$ cat config.mk
export PLATFORM = sky130hd
export DESIGN_NAME = fft_agu_param
export DESIGN_NICKNAME = d
export VERILOG_FILES = /design/src/rtl/fft_agu_param.sv
export SDC_FILE = /design/constraint.sdc
export NUM_CORES = 1
export LEC_CHECK = 0
export ABC_AREA = 1
export CAP_MARGIN = 10
export CORE_UTILIZATION = 50
export DETAILED_ROUTE_END_ITERATION = 8
export PLACE_DENSITY_LB_ADDON = 0.3
export SLEW_MARGIN = 20
export SYNTH_ARGS = -nofsm -noshare
export SYNTH_HDL_FRONTEND = slang
export SYNTH_SLANG_ARGS = --single-unit
export TNS_END_PERCENT = 100
$ cat constraint.sdc
create_clock -name clk -period 5.1 [get_ports clk]
set_input_delay 1.02 -clock clk [delete_from_list [all_inputs] [get_ports clk]]
set_output_delay 1.02 -clock clk [all_outputs]
set_load 0.01 [all_outputs]
$ cat src/rtl/fft_agu_param.sv
`default_nettype none
// ============================================================================
// Module  : fft_agu_param
// Brief   : Radix-2 in-place FFT address generator (DIF/DIT), one butterfly
//           descriptor per valid/ready handshake.
// Revision: 1.0 - initial release
// ============================================================================
module fft_agu_param #(
  parameter int LOG2N = 5,
  parameter int SW    = $clog2(LOG2N)
) (
  input  logic             clk,
  input  logic             reset,
  input  logic             start,
  input  logic             mode_dit,
  input  logic             inverse,
  output logic             out_valid,
  input  logic             out_ready,
  output logic [LOG2N-1:0] addr_a,
  output logic [LOG2N-1:0] addr_b,
  output logic [LOG2N-2:0] tw_idx,
  output logic             tw_conj,
  output logic [SW-1:0]    stage,
  output logic             last_in_stage,
  output logic             last,
  output logic             busy,
  output logic             done
);

  localparam int            BW           = LOG2N - 1;
  localparam logic [SW-1:0] c_last_stage = SW'(LOG2N - 1);

  typedef enum logic [1:0] {ST_IDLE, ST_RUN, ST_DONE} state_t;

  state_t        r_state, w_state_nxt;
  logic [SW-1:0] r_stage, w_stage_nxt;
  logic [BW-1:0] r_bfly,  w_bfly_nxt;
  logic [BW-1:0] r_grp,   w_grp_nxt;
  logic          r_dit,   w_dit_nxt;
  logic          r_inv,   w_inv_nxt;

  logic [SW-1:0]    w_sh;
  logic [SW-1:0]    w_gsh;
  logic [LOG2N-1:0] w_stride;
  logic [LOG2N-1:0] w_gspan;
  logic [BW-1:0]    w_bmask;
  logic [BW-1:0]    w_gmask;
  logic [LOG2N-1:0] w_addr_a;
  logic [BW-1:0]    w_tw;
  logic             w_lis;
  logic             w_last;
  logic             w_fire;

  // Stride is 1<<w_sh and the group count is 1<<w_gsh; w_sh + w_gsh = LOG2N-1.
  assign w_sh     = r_dit ? r_stage : (c_last_stage - r_stage);
  assign w_gsh    = c_last_stage - w_sh;
  assign w_stride = LOG2N'(1) << w_sh;
  assign w_gspan  = LOG2N'(1) << w_gsh;
  assign w_bmask  = w_stride[BW-1:0] - BW'(1);
  assign w_gmask  = w_gspan[BW-1:0] - BW'(1);

  // g*2S + b: bit w_sh of addr_a is always clear, so addr_b is a simple OR.
  assign w_addr_a = (({1'b0, r_grp} << w_sh) << 1) | {1'b0, r_bfly};
  // DIF shifts by s, DIT by LOG2N-1-s; both equal w_gsh.
  assign w_tw     = r_bfly << w_gsh;
  assign w_lis    = (r_bfly == w_bmask) && (r_grp == w_gmask);
  assign w_last   = w_lis && (r_stage == c_last_stage);
  assign w_fire   = (r_state == ST_RUN) && out_ready;

  always_comb begin
    w_state_nxt = r_state;
    w_stage_nxt = r_stage;
    w_bfly_nxt  = r_bfly;
    w_grp_nxt   = r_grp;
    w_dit_nxt   = r_dit;
    w_inv_nxt   = r_inv;
    case (r_state)
      ST_IDLE, ST_DONE: begin
        if (start) begin
          w_state_nxt = ST_RUN;
          w_stage_nxt = '0;
          w_bfly_nxt  = '0;
          w_grp_nxt   = '0;
          w_dit_nxt   = mode_dit;
          w_inv_nxt   = inverse;
        end
      end
      ST_RUN: begin
        if (w_fire) begin
          if (w_last) begin
            w_state_nxt = ST_DONE;
          end else if (r_bfly == w_bmask) begin
            w_bfly_nxt = '0;
            if (r_grp == w_gmask) begin
              w_grp_nxt   = '0;
              w_stage_nxt = r_stage + SW'(1);
            end else begin
              w_grp_nxt = r_grp + BW'(1);
            end
          end else begin
            w_bfly_nxt = r_bfly + BW'(1);
          end
        end
      end
      default: w_state_nxt = ST_IDLE;
    endcase
  end

  always_ff @(posedge clk) begin
    if (reset) begin
      r_state <= ST_IDLE;
      r_stage <= '0;
      r_bfly  <= '0;
      r_grp   <= '0;
      r_dit   <= 1'b0;
      r_inv   <= 1'b0;
    end else begin
      r_state <= w_state_nxt;
      r_stage <= w_stage_nxt;
      r_bfly  <= w_bfly_nxt;
      r_grp   <= w_grp_nxt;
      r_dit   <= w_dit_nxt;
      r_inv   <= w_inv_nxt;
    end
  end

  // Descriptor fields read as zero whenever nothing is being offered.
  assign out_valid     = (r_state == ST_RUN);
  assign busy          = (r_state == ST_RUN);
  assign done          = (r_state == ST_DONE);
  assign addr_a        = out_valid ? w_addr_a : '0;
  assign addr_b        = out_valid ? (w_addr_a | w_stride) : '0;
  assign tw_idx        = out_valid ? w_tw : '0;
  assign tw_conj       = out_valid && r_inv;
  assign stage         = out_valid ? r_stage : '0;
  assign last_in_stage = out_valid && w_lis;
  assign last          = out_valid && w_last;

endmodule
`default_nettype wire

Word level (Yosys, flattened, before mapping):

Cells that the tools add are included.

* logic and storage cells: 69
* input bits: 6
* output and inout bits: 23
* flip-flop bits (word level): 15

* $add $sub $neg: 7
* mux-type cells: 25
* equal/unequal tests: 11
* shifts and indexed selects: 4
* reduce and logical (&&, ||, !) cells: 14
* bitwise gates (word level): 2

Operators with widths (count)
* 4-bit 2-to-1 mux: 9
* 3-bit 2-to-1 mux: 7
* 4-bit one-hot mux with 2 select lines: 2
* 5-bit 2-to-1 mux: 2
* 4-bit by 1-bit adder with 4-bit output, second input constant: 2
* 4-bit == test: 2
* 2-bit by 1-bit != test with 1-bit output, second input constant: 4
* 4-bit by 3-bit << shifter with 4-bit output: 2
* 4-bit by 1-bit subtractor with 4-bit output, second input constant: 2
* 1-bit logical AND: 6
* 2-bit 2-to-1 mux: 3
* 3-bit one-hot mux with 2 select lines: 1
* 6-bit AND reduction: 1
* 3-bit subtractor, first input constant: 2
* 5-bit by 4-bit bitwise OR with 5-bit output: 1
* 5-bit bitwise OR: 1
* 5-bit AND reduction: 1
* 1-bit by 3-bit << shifter with 5-bit output, first input constant: 1
* 2-bit != test, second input constant: 2
* 2-bit one-hot mux with 2 select lines: 1
* 4-bit AND reduction: 1
* 1-bit by 3-bit << shifter with 4-bit output, first input constant: 1
* 3-bit by 1-bit adder with 3-bit output, second input constant: 1
* 3-bit == test, second input constant: 1
* other kinds (7): 7

Longest topological paths before layout:

Gate-level depths: netlist (run 1).

* word-level depth: 11
* mapped depth: 23
* mapped depth without buffers: 23

Least setup slack after synthesis (run 1):

Ideal clock, no wire load.

* path type: register to output
* start: register r_stage[0]
* end: output last
* path buffers: 0
* setup slack: 1067 ps
* required time: 4080 ps
* stages on the path, launching flop included: 19
* arrival: 3013 ps
* path through: dfxtp_1 inv_1 ha_1 ha_1 nand2_2 nand2_1 ha_1 inv_1 nand3_1 ha_1 xor2_1 nand3_1 nor2_1 nand2_1 nor2_2 nand2_2 nor2_2 nand2_1 inv_1

* longest elaborated chain between the ends: 9
* elaborated cells between the ends (all ways): 13
* classes of those cells: add/sub (4); eq/ne (3); shift (2); mux (1); reduce/logical (3)

Ends and longest elaborated chain
* start, declared: RTL line 36 `logic [SW-1:0] r_stage, w_stage_nxt;`
* start signal, assigned: RTL line 119 `r_stage <= w_stage_nxt;`
* 3-bit subtractor: RTL line 55 `assign w_sh = r_dit ? r_stage : (c_last_stage - r_stage);`
* 3-bit 2-to-1 mux: RTL line 55
* 3-bit subtractor: RTL line 56 `assign w_gsh = c_last_stage - w_sh;`
* 1-bit by 3-bit << shifter with 4-bit output: RTL line 58 `assign w_gspan = LOG2N'(1) << w_gsh;`
* 4-bit by 1-bit subtractor with 4-bit output: RTL line 60 `assign w_gmask = w_gspan[BW-1:0] - BW'(1);`
* 4-bit == test: RTL line 66 `assign w_lis = (r_bfly == w_bmask) && (r_grp == w_gmask);`
* 1-bit logical AND: RTL line 66
* 1-bit logical AND (*): RTL line 67 `assign w_last = w_lis && (r_stage == c_last_stage);`
* 1-bit logical AND (*): RTL line 137 `assign last = out_valid && w_last;`
* end, declared: RTL line 25 `output logic last,`

Mark *: on every way between the ends. The rest lies on a longest branch, timed or not.

Worst setup path in the final report (run 1):

* start: register r_stage[1]
* end: output last

The elaborated chain is that of the path after synthesis.

==> results of run 1 <==
## cell usage after synthesis
cell	number
dfxtp_1	15
nor2_4	2
a211oi_1	2
o211ai_1	1
nand3_1	16
a21oi_1	14
o21ai_0	11
nand4_2	1
a2111oi_0	1
o21ai_1	4
nand3_2	3
nor2_1	33
xnor2_1	2
nand4_1	6
nand2_2	6
buf_2	1
nand2_1	51
inv_2	4
a31oi_1	1
o31ai_1	1
a21boi_1	1
buf_1	1
nor3_1	3
ha_1	12
clkbuf_1	2
xor2_1	5
nor2_2	3
buf_4	1
a21oi_2	2
inv_1	30
## per-layer routing
| metal | vias up | GRT usage [%] | share of wire (%) |
|---|---|---|---|
| li1 | 821 | - | - |
| met1 | 680 | 32.6 | 50 |
| met2 | 49 | 38.6 | 44 |
| met3 | 4 | 3.49 | 4.7 |
| met4 | 0 | 7.14 | 0.82 |
| met5 | - | 0 | 0 |
## stage by stage
stage	power [mW]	utilization (%)	setup WS, ps	hold slack (ps)
detailed placement	0.248	63.5	561	457
floorplan	0.213	-	1070	430
finish	0.319	64.6	295	466
CTS	0.318	64.4	216	471
global route	0.344	64.6	3.65	504
global placement	0.247	63.5	658	454
## registers in the layout, indices dropped and copies added, names as in the netlist
register and flops:
r_bfly 4, r_grp 4, r_stage 3, r_state 2, r_dit 1, r_inv 1
## final cells by class
class	instances	share of cell area, %
multi-input cells	181	56.2
repair buffers	29	16.2
flip-flops and latches	15	16.9
well taps	31	2.18
clock buffers	4	1.47
inverters	34	7.16
## cells by family (layout without fill, tap and decap cells)
kind of cell             after synthesis  count (layout)  synth area share, %
AO/OA/AOI/OAI                         38              38                 14.9
buffers and inverters                 39              67                 10.5
AND/OR/NAND/NOR                      124             124                 39.3
XOR/XNOR                               7               7                 4.24
adder cells (fa/ha/maj)               12              12                 10.4
flip-flops                            15              15                 20.7
## worst register-to-register path, cell delays in order, from the launching register on
cell,delay [ps]
dfxtp_1,410
inv_1,120
ha_1,200
ha_1,280
nand2_2,80
nand2_1,150
inv_1,120
ha_1,210
inv_1,140
ha_1,270
nand2_1,70
nand2_1,50
nor2_1,90
nand2_1,60
nor2_1,110
nand2_1,110
o21ai_1,220
nand4_2,250
nor2_1,220
nand2_1,70
nand2_1,50
## path summary, 6_finish.rpt
path / cells after the start / to / slack [ps]
min: 2 / r_inv$_SDFFE_PP0P_ / 470
max reg2reg: 20 / r_grp[2]$_SDFFE_PP0P_ / 1780
min reg2reg: 2 / r_inv$_SDFFE_PP0P_ / 470
max: 19 / last / 300
## power by group through the flow
stage / Sequential, mW / Clock (mW) / Combinational (mW)
floorplan: 0.134 / 0 / 0.0799
global placement: 0.136 / 0 / 0.111
detailed placement: 0.136 / 0 / 0.113
CTS: 0.133 / 0.0717 / 0.113
global route: 0.135 / 0.0785 / 0.131
finish: 0.133 / 0.0706 / 0.115
## timing repair
action                     in CTS  in global routing
resized for setup               0                  3
hold buffers                    0                  0
hold endpoints to repair        0                  0
setup endpoints to repair       0                  2
==> results.yml, run 1 <==
run_status:
  status: "complete, no violations"
drt:
  drc_errors: 0
  drt_iter0_drc: 38
  ant_nets: 0
  via_per_inst: 5.29
  routedWlPerCell_um: 11.7
  num_vias: 1554
  wl_mm: 3.43
  dr.pass1.iters: 4
run:
  cap_violations: 0
cts:
  clk_pin_slew_worst_paths_ps: 90
  cts.sinks: 15
  cts_buffer_depth: 2
  htreeDepth: 1
  root_buffer: "clkbuf_4"
  cts_tree: "built"
  cts-buffers-inserted: 3
  worstSkewPairLatency_ps: 290
  cts_setup_buffers: 0
critical_path:
  cp-end-kind: "output port"
  cp_top_family: "adder cells"
  worstPathMaxFanout: 6
  setup.worst_path.start: "r_stage[1]$_SDFFE_PP0P_"
  critPathMaxStageDelay_ps: 520
  critPathRequiredTime_ps: 4080
  setup.worst_path.start_class: "register"
  crit_chain: "inv_1 > ha_1 > ha_1 > nand2_2 > nand2_1 > ha_1 > inv_2 > nand3_1 > ha_1 > xor2_1 > nand3_1 > nor2_1 > nand2_1 > nor2_4 > nand2_2 > nor2_2 > nand2_1 > inv_1 > clkdlybuf4s50_1"
  path_buf_inv: 4
  path_common_cell: "ha_1"
  r2r-start: "r_stage[1]$_SDFFE_PP0P_"
  critPathKind: "reg -> out"
  cp_slowest_cell: "clkdlybuf4s50_1"
  arrival_ps: 3780
floorplanning:
  die-area_um2: 3110
  io-pin-count: 29
  die_w_um: 55.8
  fp-row-count: 19
  die_y_um: 55.8
  initial_core_util_pct: 52.5
  core-area_um2: 2760
power_and_ir_drop:
  p_seq_share_pct: 41.8
  p_leak_nw: 0.754
  internal_power_uw: 198
  clkPwrFrac_pct: 22.1
  combPwrFrac_pct: 36.0
  switchingPower_uw: 121
  vdd_drop_max_v: 0.000135
  cellPowerDensity_nw_per_um2: 179
  p_sw_share_pct: 37.8
grt:
  grt_pass1_vias: 1362
  grt_use_total_pct: 23.8
  grt_pass1_wl_mm: 6.04
  grt_max_degree: 20
  overflow: 0
  antenna_found_initial: 0
timing:
  fmax_mhz: 208
  finalHoldViolations: 0
  fin_skew_ps: 3.34
  post-route-period-util_pct: 94.2
  tns_ps: 0
  setup_viol: 0
  drv_slew: 0
  worst_slew_pin_slew_ps: 442
  slew-limit-headroom_pct: 69.8
  period_minus_slack_ps: 4800
  rsz0062_at_grt: "false"
cells_and_area:
  num-fill-cells: 256
  post_layout_nonfiller_instances: 294
  area_delta_synth_final_pct: 23.1
  design_area_um2: 1780
  diodes: 0
  multi_input_area_um2: 1000
  nets: 282
  seq_area_um2: 300
  final_common_cell: "nand2_1"
  drive_gt1_share_pct: 10.3
  layout_common_cells: "51 x nand2_1, 33 x nor2_1, 28 x inv_1, 28 x clkdlybuf4s50_1, 16 x nand3_1"
placement:
  place_inst: 290
  hpwl_mm: 2.65
  placed_area_um2: 1750
  gp_congestion: 0.869
  numPortBuffers: 28
yosys:
  synth_seq_area_share_pct: 20.7
  synthTopCellsByArea: "dfxtp_1 21%, nand2_1 13%, ha_1 10%"
  synth_top_area_cell: "dfxtp_1"
  yosys_warnings: 0
  syn_inst: 235
  synth.distinct_cells: 30
  synth-seq-cells: 15
  syn-num-nets: 253
  netlist_area_um2: 1450
  syn_avg_cell_area_um2: 6.16
  synth_top_area_share_pct: 20.7
worst_hold_path:
  hold_path_startpoint: "r_inv$_SDFFE_PP0P_"
  hold_class: "reg -> reg"
(Power assumes the default switching activity.)
==> run 2, diff against run 1 <==
Settings changed: CELL_PAD_IN_SITES_DETAIL_PLACEMENT set to 1, CELL_PAD_IN_SITES_GLOBAL_PLACEMENT set to 2, CORE_UTILIZATION 50 to 27, CTS_CLUSTER_SIZE set to 12.
==> results.yml, run 2 (same netlist as run 1, synthesis figures left out) <==
timing:
  drv_slew: 0
  fin_skew_ps: 0.697
  finalHoldViolations: 0
  rsz0062_at_grt: "false"
  slew-limit-headroom_pct: 63.1
  tns_ps: 0
  fmax_mhz: 213
  period_minus_slack_ps: 4700
  post-route-period-util_pct: 92.1
  worst_slew_pin_slew_ps: 539
  setup_viol: 0
critical_path:
  setup.worst_path.start: "r_stage[1]$_SDFFE_PP0P_"
  crit_chain: "inv_1 > ha_1 > ha_1 > nand2_2 > nand2_2 > inv_1 > ha_1 > inv_1 > ha_1 > nand2_1 > nand2_1 > nor2_1 > nand2_1 > nor2_1 > nand2_1 > nor2_4 > nand2_2 > nor2_2 > nand2_1 > inv_1 > clkdlybuf4s50_1"
  arrival_ps: 3680
  r2r-start: "r_stage[1]$_SDFFE_PP0P_"
  worstPathMaxFanout: 5
  critPathMaxStageDelay_ps: 520
  r2r_slack_ps: 1770
  worstRegToRegCells: 20
  rr_endpoint: "r_grp[1]$_SDFFE_PP0P_"
  path_common_cell: "nand2_1"
  cp-end-kind: "output port"
  cp_slowest_cell: "clkdlybuf4s50_1"
  setup.worst_path.start_class: "register"
  critPathKind: "reg -> out"
  critPathRequiredTime_ps: 4080
cells_and_area:
  layout_common_cells: "50 x nand2_1, 33 x nor2_1, 29 x inv_1"
  diodes: 0
  area_delta_synth_final_pct: 29.3
  final_common_cell: "nand2_1"
  reg_top3: "r_bfly: 4 flops, r_grp: 4 flops, r_stage: 3 flops"
  nets: 283
  num-fill-cells: 707
  drive_gt1_share_pct: 11.0
  post_layout_nonfiller_instances: 334
cts:
  cts_setup_buffers: 0
  cts_buffer_depth: 2
  htreeDepth: 1
  worstSkewPairLatency_ps: 250
  cts-buffers-inserted: 3
  root_buffer: "clkbuf_8"
  cts_tree: "built"
  clk_pin_slew_worst_paths_ps: 60
  cts.sinks: 15
grt:
  grt_use_total_pct: 17.8
  overflow: 0
  grt_pass1_wl_mm: 7.53
  antenna_found_initial: 0
  grt_pass1_vias: 1514
  grt_max_degree: 20
worst_hold_path:
  hold_class: "reg -> reg"
  hold_path_startpoint: "r_inv$_SDFFE_PP0P_"
  min_to: "r_inv$_SDFFE_PP0P_"
  hold_depth: 2
drt:
  wl_mm: 4.46
  num_vias: 1553
  ant_nets: 0
  drt_iter0_drc: 54
  via_per_inst: 4.65
  dr.pass1.iters: 6
  drc_errors: 0
  routedWlPerCell_um: 13.4
power_and_ir_drop:
  vdd_drop_max_v: 0.0000676
  cellPowerDensity_nw_per_um2: 190
  p_leak_nw: 0.767
  p_total_uw: 356
floorplanning:
  initial_core_util_pct: 28.2
  io-pin-count: 29
  die_w_um: 75.2
  die-area_um2: 5660
  die_y_um: 75.2
  fp-row-count: 26
  core-area_um2: 5140
run_status:
  status: "complete, no violations"
placement:
  numPortBuffers: 28
  hpwl_mm: 3.58
  gp_congestion: 0.831
  place_inst: 330
run:
  cap_violations: 0
-- run 2: cell types whose count changed in the layout (fill, tap and decap cells not counted), sizes merged --
cell / delta
buf: +1
-- run 2: what timing repair did --
| action | in CTS | in global routing |
|---|---|---|
| endpoints found under the hold margin | 0 | 0 |
| gates resized for setup | 0 | 4 |
| endpoints found under the setup margin | 0 | 1 |
| hold buffers | 0 | 0 |
-- run 2: final cells by class --
type                       count  area, um^2  area share [%]
sequential                    15         300            16.0
clock buffer                   4        45.0            2.41
timing repair buffer          30         295            15.8
multi-input combinational    181        1020            54.3
inverter                      34         128            6.82
tap                           70        87.6            4.68
-- run 2: worst max path at each step --
stage,end,slack [ps],cells past startpoint
after floorplan,last,1070,18
after global placement,last,610,19
after detailed placement,last,540,19
after CTS,last,230,19
after global routing,last,100,21
final,last,400,21
-- run 2: routing by layer --
metal  GRT usage, %  wire [um]
met2           29.3       1970
met1           24.4       2310
met5              0          0
met4           4.94         45
met3           2.28        132
-- run 2: power by group --
group          switching [mW]  internal (mW)  total, mW
Sequential            0.00992          0.124      0.134
Combinational          0.0752         0.0451      0.120
Clock                  0.0459         0.0555      0.101
-- run 2: per-stage QoR --
step	util (%)	cell area, um^2	worst slack [ps]	hold WS, ps
6_report	36.4	1870	404	457
5_1_grt	36.4	1870	99.8	495
4_1_cts	36.0	1850	226	463
3_5_place_dp	35.2	1810	539	454
3_3_place_gp	35.2	1810	606	449
2_1_floorplan	-	1450	1070	430
-- run 2: critical path: cells and delay by family (launching register included) --
family                     cells  cell delay [ps]
buffers and inverters          5              920
DFF                            1              390
adders and majority gates      4              950
and+or+nand+nor               12             1140
==> run 3, diff against run 2 <==
Settings changed: GPL_TIMING_DRIVEN set to 0, RECOVER_POWER set to 25.
==> results.yml, run 3 (same netlist as run 1, synthesis figures left out) <==
run_status:
  status: "complete, no violations"
placement:
  place_inst: 333
  placed_area_um2: 1820
  hpwl_mm: 3.73
  numPortBuffers: 28
  pre_cts_ws_ps: -46.1
  gp_congestion: 0.796
timing:
  fmax_mhz: 207
  setup_viol: 0
  finalHoldViolations: 0
  fin_ws_ps: 270
  drv_slew: 0
  post-route-period-util_pct: 94.7
  slew-limit-headroom_pct: 42.8
  worst_slew_pin_slew_ps: 855
  period_minus_slack_ps: 4830
  tns_ps: 0
  fin_skew_ps: 0.782
  rsz0062_at_grt: "false"
drt:
  routedWlPerCell_um: 13.5
  drt_iter0_drc: 55
  via_per_inst: 4.75
  ant_nets: 0
  drc_errors: 0
  num_vias: 1621
  wl_mm: 4.62
  dr.pass1.iters: 4
grt:
  antenna_found_initial: 0
  grt_use_total_pct: 17.8
  grt_pass1_wl_mm: 7.57
  grt_pass1_vias: 1538
  overflow: 0
  grt_max_degree: 11
run:
  cap_violations: 0
floorplanning:
  die_y_um: 75.2
  fp-row-count: 26
  core-area_um2: 5140
  die-area_um2: 5660
  die_w_um: 75.2
  io-pin-count: 29
  initial_core_util_pct: 28.2
critical_path:
  critPathKind: "reg -> out"
  worstPathMaxFanout: 6
  setup.worst_path.start_class: "register"
  arrival_ps: 3810
  r2r-start: "r_stage[1]$_SDFFE_PP0P_"
  critPathRequiredTime_ps: 4080
  setup.worst_path.start: "r_stage[1]$_SDFFE_PP0P_"
  cp-end-kind: "output port"
worst_hold_path:
  hold_path_startpoint: "r_inv$_SDFFE_PP0P_"
  hold_class: "reg -> reg"
cts:
  worstSkewPairLatency_ps: 250
  root_buffer: "clkbuf_8"
  cts-buffers-inserted: 3
  cts.sinks: 15
  htreeDepth: 1
  cts_tree: "built"
  cts_buffer_depth: 2
  clk_pin_slew_worst_paths_ps: 70
power_and_ir_drop:
  p_total_uw: 363
  cellPowerDensity_nw_per_um2: 191
  p_leak_nw: 0.796
  vdd_drop_max_v: 0.0000699
cells_and_area:
  drive_gt1_share_pct: 12.2
  reg_top3: "r_bfly: 4 flops, r_grp: 4 flops, r_stage: 3 flops"
  nets: 290
  final_common_cell: "nand2_1"
  area_delta_synth_final_pct: 31.2
  design_area_um2: 1900
  diodes: 0
  post_layout_nonfiller_instances: 341
  num-fill-cells: 701
  layout_common_cells: "50 x nand2_1, 34 x nor2_1, 29 x inv_1"
-- run 3: cell count changes in the layout (fill, tap and decap cells not counted), sizes merged --
cell           previous run  this run
inv                      34        33
clkbuf                    4         8
buf                       2         5
clkinvlp                  0         1
dlygate4sd3               0         3
clkdlybuf4s50            28        25
-- run 3: critical path: stages (launching register included) --
cell and delay (ps):
dfxtp_2 370, inv_1 110, ha_1 210, ha_1 290, nand2_2 110, nand2_2 100
ha_1 350, inv_2 110, nand3_1 90, ha_1 310, xor2_1 150, nand3_1 90
nor2_1 100, nand2_1 100, nor2_4 170, nand2_2 90, nor2_2 140, nand2_1 90
inv_1 60, clkdlybuf4s50_1 520
-- run 3: layout make-up --
class	instances	area, um^2	share of cell area (%)
sequential	15	305	16.1
tap	70	87.6	4.61
multi-input combinational	181	996	52.4
inverter	34	131	6.92
timing repair buffer	32	310	16.3
buffer	5	23.8	1.25
clock buffer	4	45.0	2.37
-- run 3: path summary, 6_finish.rpt --
| check | endpoint | slack [ps] | cells past startpoint |
|---|---|---|---|
| worst max-delay path | last | 270 | 19 |
| worst min-delay path | r_inv$_SDFFE_PP0P_ | 460 | 2 |
| worst max register to register | r_bfly[0]$_SDFFE_PP0P_ | 1610 | 19 |
| worst min register to register | r_inv$_SDFFE_PP0P_ | 460 | 2 |
-- run 3: routing by layer --
metal | wire length, um | track usage (%)
met3 | 136 | 2.28
met1 | 2260 | 22.9
met5 | 0 | 0
met2 | 2180 | 31.3
met4 | 41 | 4.32
-- run 3: through the flow --
step	hold WS [ps]	utilization, %
finish	459	37.0
global route	490	37.0
CTS	461	36.6
detailed placement	450	35.3
global placement	446	35.3
floorplan	430	-
-- run 3: what timing repair did --
action / 4_1_cts / 5_1_grt
buffers inserted: 1 / 3
gates cloned: 0 / 0
gates resized for setup: 4 / 3
hold buffers: 0 / 0
endpoints found under the setup margin: 2 / 2
pin swaps: 0 / 1
-- run 3: power breakdown --
group	internal (mW)	switching (mW)	leakage [nW]
registers	0.123	0.00923	0.124
clock network	0.0555	0.0484	0.0228
logic	0.0501	0.0767	0.650
